<file path="src/rtl/cdp1802_pkg.sv">
// Shared state-code constants, default timing parameters and machine-state type
// for the CDP1802 DMA/interrupt responder.
package cdp1802_pkg;

  localparam logic [1:0] SC_FETCH = 2'd0;
  localparam logic [1:0] SC_EXEC  = 2'd1;
  localparam logic [1:0] SC_DMA   = 2'd2;
  localparam logic [1:0] SC_INT   = 2'd3;

  localparam int DEF_CLKS_PER_CYCLE = 8;
  localparam int DEF_TPA_PHASE      = 1;
  localparam int DEF_TPB_PHASE      = 6;
  localparam int DEF_ADDR_W         = 16;

  typedef enum logic [1:0] {
    ST_FETCH = SC_FETCH,
    ST_EXEC  = SC_EXEC,
    ST_DMA   = SC_DMA,
    ST_INT   = SC_INT
  } mstate_e;

endpackage

</file>
<file path="src/rtl/cdp1802_cycle_timer.sv">
// Machine-cycle phase counter with registered TPA/TPB pulses and an
// end-of-cycle strobe that is high during the last phase.
module cdp1802_cycle_timer
  import cdp1802_pkg::*;
#(
  parameter int CLKS_PER_CYCLE = DEF_CLKS_PER_CYCLE,
  parameter int TPA_PHASE      = DEF_TPA_PHASE,
  parameter int TPB_PHASE      = DEF_TPB_PHASE,
  parameter int PHASE_W        = $clog2(DEF_CLKS_PER_CYCLE)
) (
  input  logic               clock_i,
  input  logic               reset_ni,
  output logic [PHASE_W-1:0] phase_o,
  output logic [PHASE_W-1:0] phase_next_o,
  output logic               tpa_o,
  output logic               tpb_o,
  output logic               cycle_end_o
);

  localparam logic [PHASE_W-1:0] LAST_P = PHASE_W'(CLKS_PER_CYCLE - 1);
  localparam logic [PHASE_W-1:0] TPA_P  = PHASE_W'(TPA_PHASE);
  localparam logic [PHASE_W-1:0] TPB_P  = PHASE_W'(TPB_PHASE);

  logic [PHASE_W-1:0] phase_q, phase_d;
  logic               tpa_q, tpb_q;

  assign phase_d = (phase_q == LAST_P) ? '0 : phase_q + PHASE_W'(1);

  // Pulses are decoded from the next phase so they line up exactly with it.
  always_ff @(posedge clock_i or negedge reset_ni) begin
    if (!reset_ni) begin
      phase_q <= '0;
      tpa_q   <= 1'b0;
      tpb_q   <= 1'b0;
    end else begin
      phase_q <= phase_d;
      tpa_q   <= (phase_d == TPA_P);
      tpb_q   <= (phase_d == TPB_P);
    end
  end

  assign phase_o      = phase_q;
  assign phase_next_o = phase_d;
  assign tpa_o        = tpa_q;
  assign tpb_o        = tpb_q;
  assign cycle_end_o  = (phase_q == LAST_P);

endmodule

</file>
<file path="src/rtl/cdp1802_dma_responder.sv">
// CPU-side machine-cycle sequencer answering CDP1861 DMA-out and interrupt requests.
// Define CDP1802_DMA_IN_EN to add DMA-in (DMAI, dma_in_data, ram_wr, ram_d).
module cdp1802_dma_responder
  import cdp1802_pkg::*;
#(
  parameter int CLKS_PER_CYCLE = DEF_CLKS_PER_CYCLE,
  parameter int TPA_PHASE      = DEF_TPA_PHASE,
  parameter int TPB_PHASE      = DEF_TPB_PHASE,
  parameter int ADDR_W         = DEF_ADDR_W
) (
  input  logic              clock,
  input  logic              reset,
  input  logic              DMAO,
  input  logic              INT,
  input  logic              ie_set,
  input  logic              ie_clr,
  input  logic              r0_load,
  input  logic [ADDR_W-1:0] r0_in,
  output logic [ADDR_W-1:0] r0_out,
  output logic              ram_rd,
  output logic [ADDR_W-1:0] ram_a,
  input  logic [7:0]        ram_q,
  output logic [7:0]        dma_data,
  output logic              TPA,
  output logic              TPB,
  output logic [1:0]        SC,
  output logic              ie,
  output logic              int_ack,
  output logic              core_stall
`ifdef CDP1802_DMA_IN_EN
  ,
  input  logic              DMAI,
  input  logic [7:0]        dma_in_data,
  output logic              ram_wr,
  output logic [7:0]        ram_d
`endif
);

  localparam int PHASE_W = $clog2(CLKS_PER_CYCLE);
  localparam logic [PHASE_W-1:0] TPB_P      = PHASE_W'(TPB_PHASE);
  localparam logic [PHASE_W-1:0] XFER_FIRST = PHASE_W'(2);
  localparam logic [PHASE_W-1:0] XFER_LAST  = PHASE_W'(TPB_PHASE - 1);

  logic [PHASE_W-1:0] phase, phaseNext;
  logic               cycleEnd;
  logic               stalled;
  logic               dmaInSeen, dmaInCycle;

  mstate_e            state_q, state_d;
  logic [ADDR_W-1:0]  r0_q, r0_d;
  logic               ie_q, ie_d;
  logic               dmaReq_q, dmaReq_d;
  logic               intReq_q, intReq_d;
  logic               ramRd_q, ramRd_d;
  logic [7:0]         dmaData_q, dmaData_d;
  logic               intAck_q, intAck_d;

  cdp1802_cycle_timer #(
    .CLKS_PER_CYCLE(CLKS_PER_CYCLE),
    .TPA_PHASE     (TPA_PHASE),
    .TPB_PHASE     (TPB_PHASE),
    .PHASE_W       (PHASE_W)
  ) u_timer (
    .clock_i     (clock),
    .reset_ni    (reset),
    .phase_o     (phase),
    .phase_next_o(phaseNext),
    .tpa_o       (TPA),
    .tpb_o       (TPB),
    .cycle_end_o (cycleEnd)
  );

  assign stalled = (state_q == ST_DMA) || (state_q == ST_INT);

  always_ff @(posedge clock or negedge reset) begin
    if (!reset) begin
      state_q   <= ST_EXEC;
      r0_q      <= '0;
      ie_q      <= 1'b1;
      dmaReq_q  <= 1'b0;
      intReq_q  <= 1'b0;
      ramRd_q   <= 1'b0;
      dmaData_q <= 8'h00;
      intAck_q  <= 1'b0;
    end else begin
      state_q   <= state_d;
      r0_q      <= r0_d;
      ie_q      <= ie_d;
      dmaReq_q  <= dmaReq_d;
      intReq_q  <= intReq_d;
      ramRd_q   <= ramRd_d;
      dmaData_q <= dmaData_d;
      intAck_q  <= intAck_d;
    end
  end

  // Requests are sampled once per cycle at TPB and acted on at the cycle boundary.
  always_comb begin
    state_d   = state_q;
    r0_d      = r0_q;
    ie_d      = ie_q;
    dmaReq_d  = dmaReq_q;
    intReq_d  = intReq_q;
    dmaData_d = dmaData_q;
    if (phase == TPB_P) begin
      dmaReq_d = ~DMAO;
      intReq_d = ~INT & ie_q;
    end
    if (cycleEnd) begin
      case (state_q)
        ST_FETCH: state_d = ST_EXEC;
        ST_EXEC, ST_DMA: begin
          if (dmaInSeen || dmaReq_q) state_d = ST_DMA;
          else if (intReq_q)         state_d = ST_INT;
          else                       state_d = ST_FETCH;
        end
        default: state_d = ST_FETCH;
      endcase
    end
    if ((state_q == ST_DMA) && cycleEnd) r0_d = r0_q + ADDR_W'(1);
    else if (r0_load && !stalled)        r0_d = r0_in;
    ramRd_d = (state_q == ST_DMA) && !dmaInCycle &&
              (phaseNext >= XFER_FIRST) && (phaseNext <= XFER_LAST);
    if ((state_q == ST_DMA) && !dmaInCycle && (phase == XFER_LAST)) dmaData_d = ram_q;
    intAck_d = cycleEnd && (state_d == ST_INT);
    if (intAck_d)    ie_d = 1'b0;
    else if (ie_clr) ie_d = 1'b0;
    else if (ie_set) ie_d = 1'b1;
  end

`ifdef CDP1802_DMA_IN_EN
  localparam logic [PHASE_W-1:0] TPA_P = PHASE_W'(TPA_PHASE);

  logic       dmaInReq_q, dmaIn_q, ramWr_q;
  logic [7:0] ramD_q;

  // DMA-in shares S2 with DMA-out; dmaIn_q remembers which kind this cycle is.
  always_ff @(posedge clock or negedge reset) begin
    if (!reset) begin
      dmaInReq_q <= 1'b0;
      dmaIn_q    <= 1'b0;
      ramWr_q    <= 1'b0;
      ramD_q     <= 8'h00;
    end else begin
      if (phase == TPB_P) dmaInReq_q <= ~DMAI;
      if (cycleEnd)       dmaIn_q    <= (state_d == ST_DMA) && dmaInReq_q;
      ramWr_q <= (state_q == ST_DMA) && dmaIn_q &&
                 (phaseNext >= XFER_FIRST) && (phaseNext <= XFER_LAST);
      if ((state_q == ST_DMA) && dmaIn_q && (phase == TPA_P)) ramD_q <= dma_in_data;
    end
  end

  assign dmaInSeen  = dmaInReq_q;
  assign dmaInCycle = dmaIn_q;
  assign ram_wr     = ramWr_q;
  assign ram_d      = ramD_q;
`else
  assign dmaInSeen  = 1'b0;
  assign dmaInCycle = 1'b0;
`endif

  assign r0_out     = r0_q;
  assign ram_a      = r0_q;
  assign ram_rd     = ramRd_q;
  assign dma_data   = dmaData_q;
  assign SC         = state_q;
  assign ie         = ie_q;
  assign int_ack    = intAck_q;
  assign core_stall = stalled;

endmodule

</file>
<file path="config.mk">
export PLATFORM = sky130hd
export DESIGN_NAME = cdp1802_dma_responder
export DESIGN_NICKNAME = d
export VERILOG_FILES = /design/src/rtl/cdp1802_pkg.sv /design/src/rtl/cdp1802_cycle_timer.sv /design/src/rtl/cdp1802_dma_responder.sv
export SDC_FILE = /design/constraint.sdc
export NUM_CORES = 1
export LEC_CHECK = 0
export ABC_AREA = 1
export BUFFER_PORTS_ARGS = -buffer_cell sky130_fd_sc_hd__buf_4
export CELL_PAD_IN_SITES_DETAIL_PLACEMENT = 1
export CELL_PAD_IN_SITES_GLOBAL_PLACEMENT = 2
export CORE_MARGIN = 1.5
export CORE_UTILIZATION = 29
export CTS_CLUSTER_DIAMETER = 50
export CTS_CLUSTER_SIZE = 28
export DETAILED_ROUTE_END_ITERATION = 12
export PLACE_DENSITY_LB_ADDON = 0.1
export SYNTH_ARGS = -nofsm -noshare
export SYNTH_HDL_FRONTEND = slang
export SYNTH_SLANG_ARGS = --single-unit
</file>
<file path="constraint.sdc">
create_clock -name clock -period 3.7 [get_ports clock]
set_input_delay 0.37 -clock clock [delete_from_list [all_inputs] [get_ports clock]]
set_output_delay 0.37 -clock clock [all_outputs]
set_load 0.02 [all_outputs]
</file>
==> reports/summary.log, run 1 <==
[status] run status complete, no violations
[setup_path] R2R Path Start SC[0]$_DFF_PN1_
[setup_path] Critical R2R Capture r0_out[12]$_DFFE_PN0P_
[yosys] netlist area before placement 0.00206 sq mm
[clocking] CTS sink count 36
[job] Max Cap Violations 0
[yosys] sequential fraction of the synthesis area 43.9%
[floorplanning] Die X 87.3 um
[yosys] cells after synthesis 249
[clocking] clock latency on the worst-skew pair 300 ps
[clocking] H-tree lvl count 2
[setup_path] Max FO, Critical Path 12
[clocking] Clock Tree Buf Depth 2
[power_and_ir_drop] Worst IR Drop VDD 0.000285 V
[setup_path] Max stage delay on crit path 550 ps
[yosys] share of synthesized registers carrying an async set or reset 100%
[detailed_routing] DRC marker count from the first detailed-route iteration 42
[power_and_ir_drop] leakage power of the design 1.40 nW
[yosys] syn avg cell area 8.27 sq um
[grt] number of global-route vias before repair 1938
[clocking] post-CTS setup buffers 0
[cells_and_area] Storage cell area 903 sq um
[yosys] number of flops mapped to enable cells by yosys 0
[grt] GRT Resource Usage Total 16.4%
[yosys] number of unique standard cell types used by synthesis 28
[floorplanning] die extent in y 87.3 um
[cells_and_area] count of antenna diodes in the layout 0
[clocking] CTS-repair resized insts 0
[grt] first-pass GRT wire length 9.54 mm
[detailed_routing] total wire length after detailed routing 5.69 mm
[detailed_routing] ANT nets after route 0
[cells_and_area] most common library cell in the layout ignoring fill and taps buf_4
[sta] normalized max-slew margin 67.8%
[sta] Fin. Hold Viols 0
[setup_path] CP cell instances inv_1 > ha_1 > nor2_1 > nand2_2 > inv_1 > nand2_1 > o21ai_0 > inv_1 > nand2_1
[setup_path] category of the most critical setup path reg2reg
[setup_path] crit end category flop
[yosys] area fraction of the dominant cell type after synthesis 41.3%
[hold_path] class of the most critical hold timing path in2async
[sta] measured slew at the worst slew-check pin 482 ps
[grt] maximum number of pins on one net before global-route repair 37
[detailed_routing] DRT Pass-1 Iters 2
[floorplanning] die area 0.00762 sq mm
[yosys] top cell type by total area after synthesis dfrtp_1
[place] gp weighted congestion 0.763
[detailed_routing] routed length per placed instance 13.8 um
[cells_and_area] Nets 355
[power_and_ir_drop] PD cells 642 mW/mm^2
[cells_and_area] end-of-flow core utilization 40.2%
[yosys] net count after synthesis 288
[clocking] clock tree from TritonCTS built
[sta] skew final 9.08 ps
[grt] met3 track demand over resource 3.98%
[clocking] CTS Root Cell clkbuf_8
[cells_and_area] commonest non-fill, non-tap cells in the layout buf_4 (78), nand2_1 (65), dfrtp_1 (34)
[grt] busiest layer in global routing met2
[detailed_routing] Avg Vias per Cell 4.54
[place] DP HPWL 4.23 mm
[grt] Remaining Overflow, GRT 0
[setup_path] CP max stage cell dfstp_2
[sta] setup_tns 0 ps
[setup_path] cell count of the worst reg-to-reg path 9
[floorplanning] initial cell density of the core 30.1%
[clocking] Inserted Clock Buffers 5
[setup_path] critical path data required time 3950 ps
[clocking] Hold Buf Count CTS 0
[yosys] synthesis-stage register bit count 36
[place] count of buffers inserted at the top-level ports 78
[floorplanning] core area 0.00683 sq mm
[detailed_routing] count of vias placed by the detailed router 1876
[detailed_routing] drc violations 0
[grt] initial antenna violation count 0
[yosys] leading register cell type out of synthesis dfrtp_1
[sta] Finish-stage setup viols 0
[floorplanning] number of rows in the core area 30
[floorplanning] IO Pins 79
[cells_and_area] filler cell count in the final layout 860
[sta] setup repair after global routing missed its margin false
[setup_path] setup slack of the most critical reg-to-reg path 1730 ps
[yosys] number of warning messages in the yosys log 0
[sta] final number of max-transition violations 0
[yosys] top cells by area in the synthesized netlist dfrtp_1 (41%), nand2_1 (12%), buf_4 (6.2%)
[clocking] register clock-pin slew on the reported worst setup and hold paths 80 ps
[cells_and_area] share of cells above drive strength 1 32.8%
[cells_and_area] Layout area overhead 33.2%
[sta] min Tclk post-route 1970 ps
[setup_path] CP arrival 2220 ps
[sta] Final period util 53.3%
[setup_path] dominant cell type by count on the critical path inv_1
[sta] Achievable Freq 0.507 GHz
[cells_and_area] area of the multi-input gates 908 sq um
[setup_path] crit start category flop
[grt] global-route met1 utilization 18.8%
[grt] GRT met2 Usage 29.3%
-- power by group --
part,leakage (nW),total [mW],switching [mW],internal [mW]
clock,0.0541,0.362,0.163,0.200
sequential,0.434,0.626,0.135,0.491
combinational,0.907,0.774,0.450,0.324
-- logic make-up (layout without fill, tap and decap cells) --
logic type	count (synthesis)	count (layout)	share of synthesized area [%]
simple gates	121	121	26.0
buf+inv	48	116	12.0
flops	36	36	43.9
compound gates	27	27	8.44
fa+ha+maj	8	8	4.86
mux	8	8	4.37
xor+xnor	1	1	0.425
-- cells in the mapped netlist, types with 3 or more instances --
| library cell | count |
|---|---|
| o21a_1 | 3 |
| nand3_1 | 18 |
| dfrtp_1 | 34 |
| nand4_1 | 4 |
| buf_4 | 17 |
| o21ai_0 | 9 |
| nor2_1 | 24 |
| ha_1 | 8 |
| o211ai_1 | 7 |
| mux2_2 | 8 |
| nand2_1 | 65 |
| inv_1 | 29 |
-- per-layer routing --
layer	vias up	share of wire (%)	wire length, um
met5	-	0	0
li1	918	-	-
met4	0	1.9	107
met2	42	51	2910
met3	11	5.0	283
met1	905	42	2390
-- metrics by stage --
step / worst slack [ps] / instance area, sq um / power (mW) / instances / hold slack (ps)
4_1_cts: 1690 / 2740 / 1.79 / 413 / 44.8
3_5_place_dp: 1710 / 2630 / 1.42 / 405 / 377
2_1_floorplan: 2020 / 2060 / 1.13 / 249 / 74.4
5_1_grt: 1490 / 2740 / 1.88 / 413 / 62.7
3_3_place_gp: 1800 / 2630 / 1.41 / 405 / 376
6_report: 1730 / 2740 / 1.76 / 413 / 16.1
-- critical path: cells and delay by family, from the launching register on --
kind,cells,cell delay [ps]
AO/OA/AOI/OAI,1,90
AND/OR/NAND/NOR,4,510
flip-flops,1,550
adder cells (fa/ha/maj),1,240
buffers and inverters,3,530
-- state kept, by name, indices dropped and copies added, names as in the netlist --
signal / cells
SC: 2
dmaReq_q: 1
dma_data: 8
ie: 1
intReq_q: 1
int_ack: 1
r0_out: 16
ram_rd: 1
u_timer.phase_o: 3
u_timer.tpa_o: 1
u_timer.tpb_o: 1
-- worst max path at each step --
stage                          startpoint                     end  slack (ps)  depth (start not counted)
after floorplan           SC[0]$_DFF_PN1_   r0_out[2]$_DFFE_PN0P_        2020                          8
after global placement    SC[0]$_DFF_PN1_  r0_out[12]$_DFFE_PN0P_        1800                          9
after detailed placement  SC[0]$_DFF_PN1_  r0_out[12]$_DFFE_PN0P_        1710                          9
after CTS                 SC[0]$_DFF_PN1_  r0_out[12]$_DFFE_PN0P_        1690                          9
after global routing      SC[0]$_DFF_PN1_  r0_out[12]$_DFFE_PN0P_        1490                          9
final                     SC[0]$_DFF_PN1_  r0_out[12]$_DFFE_PN0P_        1730                          9
-- layout make-up --
type	instances	share of cell area (%)
Timing Repair Buffer	78	21.3
Inverter	30	4.20
Sequential cell	36	32.9
Multi-Input combinational cell	165	33.1
Tap cell	96	4.38
Clock buffer	5	2.51
Clock inverter	3	1.55
No activity file was read; power rests on OpenSTA's default activity.
==> run 2, diff against run 1 <==
CORE_UTILIZATION = 24   (was 29)
clock period = 1.6 ns   (was 3.7 ns; I/O delays follow)
==> reports/summary.log, run 2 (synthesis gave the netlist of run 1 again) <==
[status] run status finished with violations
[status] failing checks setup timing
[detailed_routing] DRC marker count from the first detailed-route iteration 58 [+38%]
[setup_path] CP arrival 1440 ps [-780 ps]
[floorplanning] number of rows in the core area 33 [+10%]
[sta] Fin. Hold Viols 0 [unchanged]
[cells_and_area] commonest non-fill, non-tap cells in the layout buf_4 (103), nand2_1 (64), dfrtp_1 (33)
[floorplanning] die extent in y 95.6 um [+9.6%]
[clocking] Clock Tree Buf Depth 2 [unchanged]
[hold_path] count of cells along the worst hold path 2
[hold_path] class of the most critical hold timing path in2reg
[sta] final-layout worst hold slack 36.9 ps [+20.9 ps]
[grt] GRT Resource Usage Total 14.7% [-1.8 points]
[sta] Achievable Freq 0.625 GHz
[power_and_ir_drop] Worst IR Drop VDD 0.000424 V [+49%]
[floorplanning] core area 0.00826 sq mm [+21%]
[floorplanning] Die X 95.6 um [+9.6%]
[clocking] CTS sink count 36 [unchanged]
[clocking] register clock-pin slew on the reported worst setup and hold paths 80 ps [about the same]
[setup_path] crit start category flop
[floorplanning] die area 0.00915 sq mm [+20%]
[clocking] CTS Root Cell clkbuf_8
[hold_path] Worst Hold Path EP intReq_q$_DFFE_PN0N_
[sta] min Tclk post-route 1600 ps
[clocking] clock latency on the worst-skew pair 290 ps [about the same]
[detailed_routing] Avg Vias per Cell 4.46 [-1.9%]
[place] DP HPWL 4.74 mm [+12%]
[detailed_routing] routed length per placed instance 14.1 um [+2.2%]
[sta] smallest setup slack after layout -0.439 ps [-1730 ps]
[place] count of buffers inserted at the top-level ports 78 [unchanged]
[floorplanning] IO Pins 79 [unchanged]
[floorplanning] initial cell density of the core 24.9% [-5.2 points]
[sta] Finish-stage setup viols 1 [+1]
[cells_and_area] share of cells above drive strength 1 42.3% [+9.5 points]
[sta] final number of max-transition violations 0 [unchanged]
[sta] Final period util 100%
[setup_path] category of the most critical setup path reg2out
[setup_path] crit end category primary output
[cells_and_area] Layout area overhead 48.4%
[place] post-place instance area 0.00280 sq mm [+6.2%]
[setup_path] cell count of the worst reg-to-reg path 8 [-1]
[setup_path] Max FO, Critical Path 3 [-9]
[sta] measured slew at the worst slew-check pin 515 ps [+32.0 ps]
[sta] skew final 4.71 ps [-4.37 ps]
[place] number of placed cells counting well taps 432 [+6.7%]
[cells_and_area] flip-flop count of the largest register, all copies and words added 16 [unchanged]
[power_and_ir_drop] leakage power of the design 1.53 nW [+9.6%]
[detailed_routing] ANT nets after route 0 [unchanged]
[cells_and_area] Nets 383 [+7.9%]
[setup_path] setup slack of the most critical reg-to-reg path 30 ps [-1700 ps]
[grt] first-pass GRT wire length 9.99 mm [+4.7%]
[cells_and_area] count of antenna diodes in the layout 0 [unchanged]
[sta] setup repair after global routing missed its margin true
[detailed_routing] count of vias placed by the detailed router 2006 [+6.9%]
[grt] Remaining Overflow, GRT 0 [unchanged]
[cells_and_area] Cell Count, Final, Fillers Out 450 [+9.0%]
[power_and_ir_drop] PD cells 1390 mW/mm^2 [+120%]
[clocking] Inserted Clock Buffers 5 [unchanged]
[detailed_routing] DRT Pass-1 Iters 4 [+2]
[grt] initial antenna violation count 0 [unchanged]
[setup_path] critical path data required time 1440 ps [-2510 ps]
[setup_path] R2R Path Start SC[0]$_DFF_PN1_
[grt] number of global-route vias before repair 1950 [+0.62%]
[cells_and_area] end-of-flow core utilization 37.0% [-3.2 points]
[detailed_routing] drc violations 0 [unchanged]
[cells_and_area] most common library cell in the layout ignoring fill and taps buf_4
[detailed_routing] total wire length after detailed routing 6.34 mm [+11%]
[sta] normalized max-slew margin 65.7% [-2.1 points]
[clocking] H-tree lvl count 2 [unchanged]
[setup_path] Critical R2R Capture r0_out[6]$_DFFE_PN0P_
[grt] maximum number of pins on one net before global-route repair 37 [unchanged]
[cells_and_area] filler cell count in the final layout 1014 [+18%]
[place] gp weighted congestion 0.745 [-2.3%]
[cells_and_area] Final Cell Area 0.00306 sq mm [+11%]
[job] Max Cap Violations 0 [unchanged]
[clocking] clock tree from TritonCTS built
[hold_path] launch instance of the worst min-delay path INT
[run 2: routing by layer]
layer | up-vias | part of all wire (%) | GRT usage, %
met1 | 978 | 43 | 17.9
met3 | 8 | 6.1 | 3.99
met4 | 0 | 1.2 | 3.31
met5 | - | 0 | 0
met2 | 49 | 50 | 25.5
li1 | 971 | - | -
[run 2: how the worst max path moves through the flow]
stage	end	startpoint	cells past startpoint
4_1_cts	r0_out[6]$_DFFE_PN0P_	SC[0]$_DFF_PN1_	8
5_1_grt	r0_out[6]$_DFFE_PN0P_	SC[0]$_DFF_PN1_	8
2_1_floorplan	dma_data[0]$_DFFE_PN0P_	SC[0]$_DFF_PN1_	4
3_5_place_dp	r0_out[6]$_DFFE_PN0P_	SC[0]$_DFF_PN1_	9
3_3_place_gp	r0_out[6]$_DFFE_PN0P_	SC[0]$_DFF_PN1_	9
6_report	core_stall	SC[0]$_DFF_PN1_	6
[run 2: timing repair]
action | in CTS | in global routing
buffers inserted | 5 | 5
endpoints found under the setup margin | 9 | 16
endpoints found under the hold margin | 34 | 0
pin swaps | 3 | 10
hold buffers | 1 | 0
gates resized for setup | 9 | 13
[run 2: report_power, final]
part           total [mW]  switching (mW)  leakage (nW)  internal [mW]
Sequential           1.43           0.293         0.433           1.14
Clock               0.686           0.377        0.0404          0.309
Combinational        2.13            1.17          1.06          0.958
Total                4.25            1.84          1.53           2.41
[run 2: layout make-up]
cell class | count | area, sq um | area share (%)
clock buffers | 5 | 68.8 | 2.25
clock inverters | 3 | 23.8 | 0.778
inverters | 30 | 124 | 4.05
multi-input cells | 165 | 988 | 32.4
flip-flops and latches | 36 | 905 | 29.6
well taps | 105 | 131 | 4.30
repair buffers | 106 | 815 | 26.7
[run 2: worst max-delay path: stages (launching register included)]
cell	delay (ps)
dfstp_2	540
inv_2	50
ha_4	170
nor2_4	110
buf_4	120
inv_1	40
buf_6	120
[run 2: stage by stage]
| stage | worst slack (ps) | power (mW) | setup TNS [ps] |
|---|---|---|---|
| 2_1_floorplan | 1.51 | 2.62 | 0 |
| 3_5_place_dp | -140 | 3.45 | -489 |
| 4_1_cts | -11.9 | 4.26 | -23.1 |
| 3_3_place_gp | -88.1 | 3.42 | -300 |
| 5_1_grt | -100 | 4.59 | -308 |
| 6_report | -0.439 | 4.25 | -0.439 |
==> run 3, diff against run 2 <==
CORE_MARGIN = not set   (was 1.5)
==> reports/summary.log, run 3 (synthesis gave the netlist of run 1 again) <==
[status] run status complete, no violations
[clocking] H-tree lvl count 2 [unchanged]
[cells_and_area] most common library cell in the layout ignoring fill and taps buf_4
[clocking] clock latency on the worst-skew pair 290 ps [about the same]
[cells_and_area] share of cells above drive strength 1 40.3% [-2.0 points]
[clocking] CTS sink count 36 [unchanged]
[place] DP HPWL 4.83 mm [+1.9%]
[clocking] register clock-pin slew on the reported worst setup and hold paths 80 ps [about the same]
[power_and_ir_drop] PD cells 1410 mW/mm^2 [+1.4%]
[grt] maximum number of pins on one net before global-route repair 37 [unchanged]
[sta] Fin. Hold Viols 0 [unchanged]
[setup_path] CP max stage cell dfstp_2
[place] count of buffers inserted at the top-level ports 78 [unchanged]
[sta] normalized max-slew margin 66.7% [+1.0 points]
[floorplanning] initial cell density of the core 24.9% [unchanged]
[sta] Final period util 99.1% [-0.97 points]
[place] worst setup slack before clock tree synthesis -51.3 ps [+88.8 ps]
[cells_and_area] flip-flop count of the largest register, all copies and words added 16 [unchanged]
[setup_path] critical path data required time 1440 ps [about the same]
[sta] setup repair after global routing missed its margin true
[floorplanning] die extent in y 94.6 um [-1.0%]
[hold_path] launch instance of the worst min-delay path INT
[sta] final number of max-transition violations 0 [unchanged]
[setup_path] R2R Path Start SC[0]$_DFF_PN1_
[setup_path] Critical R2R Capture r0_out[5]$_DFFE_PN0P_
[sta] setup_tns 0 ps [+0.439 ps]
[setup_path] Worst Setup SP SC[0]$_DFF_PN1_
[clocking] Clock Tree Buf Depth 2 [unchanged]
[job] Max Cap Violations 0 [unchanged]
[cells_and_area] filler cell count in the final layout 1026 [+1.2%]
[power_and_ir_drop] leakage power of the design 1.50 nW [-1.6%]
[setup_path] crit start category flop
[sta] Finish-stage setup viols 0 [-1]
[detailed_routing] ANT nets after route 0 [unchanged]
[sta] measured slew at the worst slew-check pin 499 ps [-15.4 ps]
[setup_path] CP arrival 1420 ps [-20 ps]
[detailed_routing] routed length per placed instance 13.7 um [-2.9%]
[floorplanning] Die X 94.6 um [-1.0%]
[detailed_routing] count of vias placed by the detailed router 1967 [-1.9%]
[sta] min Tclk post-route 1580 ps [-15.5 ps]
[grt] first-pass GRT wire length 9.59 mm [-4.0%]
[setup_path] crit end category primary output
[floorplanning] IO Pins 79 [unchanged]
[setup_path] CP cell instances inv_2 > ha_4 > nor2_4 > buf_4 > inv_1 > buf_6
[clocking] Inserted Clock Buffers 5 [unchanged]
[power_and_ir_drop] Worst IR Drop VDD 0.000380 V [-10%]
[setup_path] category of the most critical setup path reg2out
[hold_path] Worst Hold Path EP intReq_q$_DFFE_PN0N_
[cells_and_area] Nets 378 [-1.3%]
[floorplanning] number of rows in the core area 33 [unchanged]
[place] number of placed cells counting well taps 434 [+0.46%]
[sta] final-layout worst hold slack 37.1 ps [+0.186 ps]
[hold_path] count of cells along the worst hold path 2 [unchanged]
[detailed_routing] total wire length after detailed routing 6.08 mm [-4.0%]
[cells_and_area] Layout area overhead 44.5%
[sta] smallest setup slack after layout 15.1 ps [+15.5 ps]
[detailed_routing] Avg Vias per Cell 4.42 [-0.84%]
[floorplanning] core area 0.00826 sq mm [unchanged]
[sta] skew final 4.05 ps [-0.659 ps]
[clocking] clock tree from TritonCTS built
[cells_and_area] commonest non-fill, non-tap cells in the layout buf_4 (97), nand2_1 (65), dfrtp_1 (31)
[hold_path] class of the most critical hold timing path in2reg
[grt] GRT Resource Usage Total 14.3% [-0.38 points]
[grt] Remaining Overflow, GRT 0 [unchanged]
[place] gp weighted congestion 0.704 [-5.5%]
[setup_path] Max FO, Critical Path 4 [+1]
[floorplanning] die area 0.00896 sq mm [-2.1%]
[setup_path] Max stage delay on crit path 560 ps [+20 ps]
[grt] initial antenna violation count 0 [unchanged]
[detailed_routing] DRT Pass-1 Iters 4 [unchanged]
[sta] Achievable Freq 0.631 GHz [+0.98%]
[cells_and_area] Cell Count, Final, Fillers Out 445 [-1.1%]
[detailed_routing] DRC marker count from the first detailed-route iteration 52 [-10%]
[detailed_routing] drc violations 0 [unchanged]
[clocking] CTS Root Cell clkbuf_8
[setup_path] cell count of the worst reg-to-reg path 9 [+1]
[setup_path] setup slack of the most critical reg-to-reg path 70 ps [+40 ps]
[grt] number of global-route vias before repair 1907 [-2.2%]
[cells_and_area] count of antenna diodes in the layout 0 [unchanged]
[power_and_ir_drop] Tot Pwr 4.20 mW [-1.2%]
## run 3: cell types whose count changed in the layout (fill, tap and decap cells not counted), moves of 2 or more
cell	previous run	this run
buf_4	103	97
ha_4	3	1
nand3_1	16	18
dfrtp_1	33	31
dfrtp_2	1	3
nand3_2	2	0
## run 3: per-layer routing
| metal | track usage [%] | vias up | wire length (um) |
|---|---|---|---|
| met2 | 24.0 | 52 | 2990 |
| met4 | 4.17 | 0 | 44 |
| li1 | - | 961 | - |
| met3 | 3.86 | 4 | 387 |
| met1 | 17.9 | 950 | 2660 |
| met5 | 0 | - | 0 |
## run 3: what timing repair did
| action | in CTS | in global routing |
|---|---|---|
| endpoints found under the setup margin | 11 | 18 |
| pin swaps | 1 | 0 |
| gates resized for setup | 5 | 8 |
| hold buffers | 1 | 0 |
| buffers inserted | 1 | 1 |
| endpoints found under the hold margin | 34 | 0 |
## run 3: through the flow
stage,util (%),instance area [sq um]
floorplan,-,2060
global placement,34.2,2820
detailed placement,34.2,2820
CTS,35.8,2960
global route,36.0,2980
finish,36.0,2980
## run 3: final cells by class
class / count / area (sq um) / area share [%]
clock inverter: 2 / 15.0 / 0.504
timing repair buffer: 101 / 790 / 26.5
sequential: 36 / 907 / 30.5
clock buffer: 6 / 82.6 / 2.77
multi-input combinational: 165 / 933 / 31.4
tap: 105 / 131 / 4.41
inverter: 30 / 118 / 3.95
## run 3: worst max path at each step
stage	endpoint	slack, ps	cells past startpoint
after global placement	r0_out[6]$_DFFE_PN0P_	4	9
after CTS	core_stall	-5	5
after global routing	r0_out[12]$_DFFE_PN0P_	-50	9
after detailed placement	r0_out[6]$_DFFE_PN0P_	-50	9
after floorplan	dma_data[0]$_DFFE_PN0P_	2	4
final	core_stall	20	6
## run 3: report_power, final
group	switching (mW)	internal (mW)
clock network	0.359	0.349
logic	1.13	0.931
registers	0.290	1.14
total	1.77	2.42
## run 3: worst max-delay path, delay by kind of cell (launching register included)
family,cells,cell delay [ps]
simple gates,1,90
fa+ha+maj,1,170
flops,1,560
buf+inv,4,320
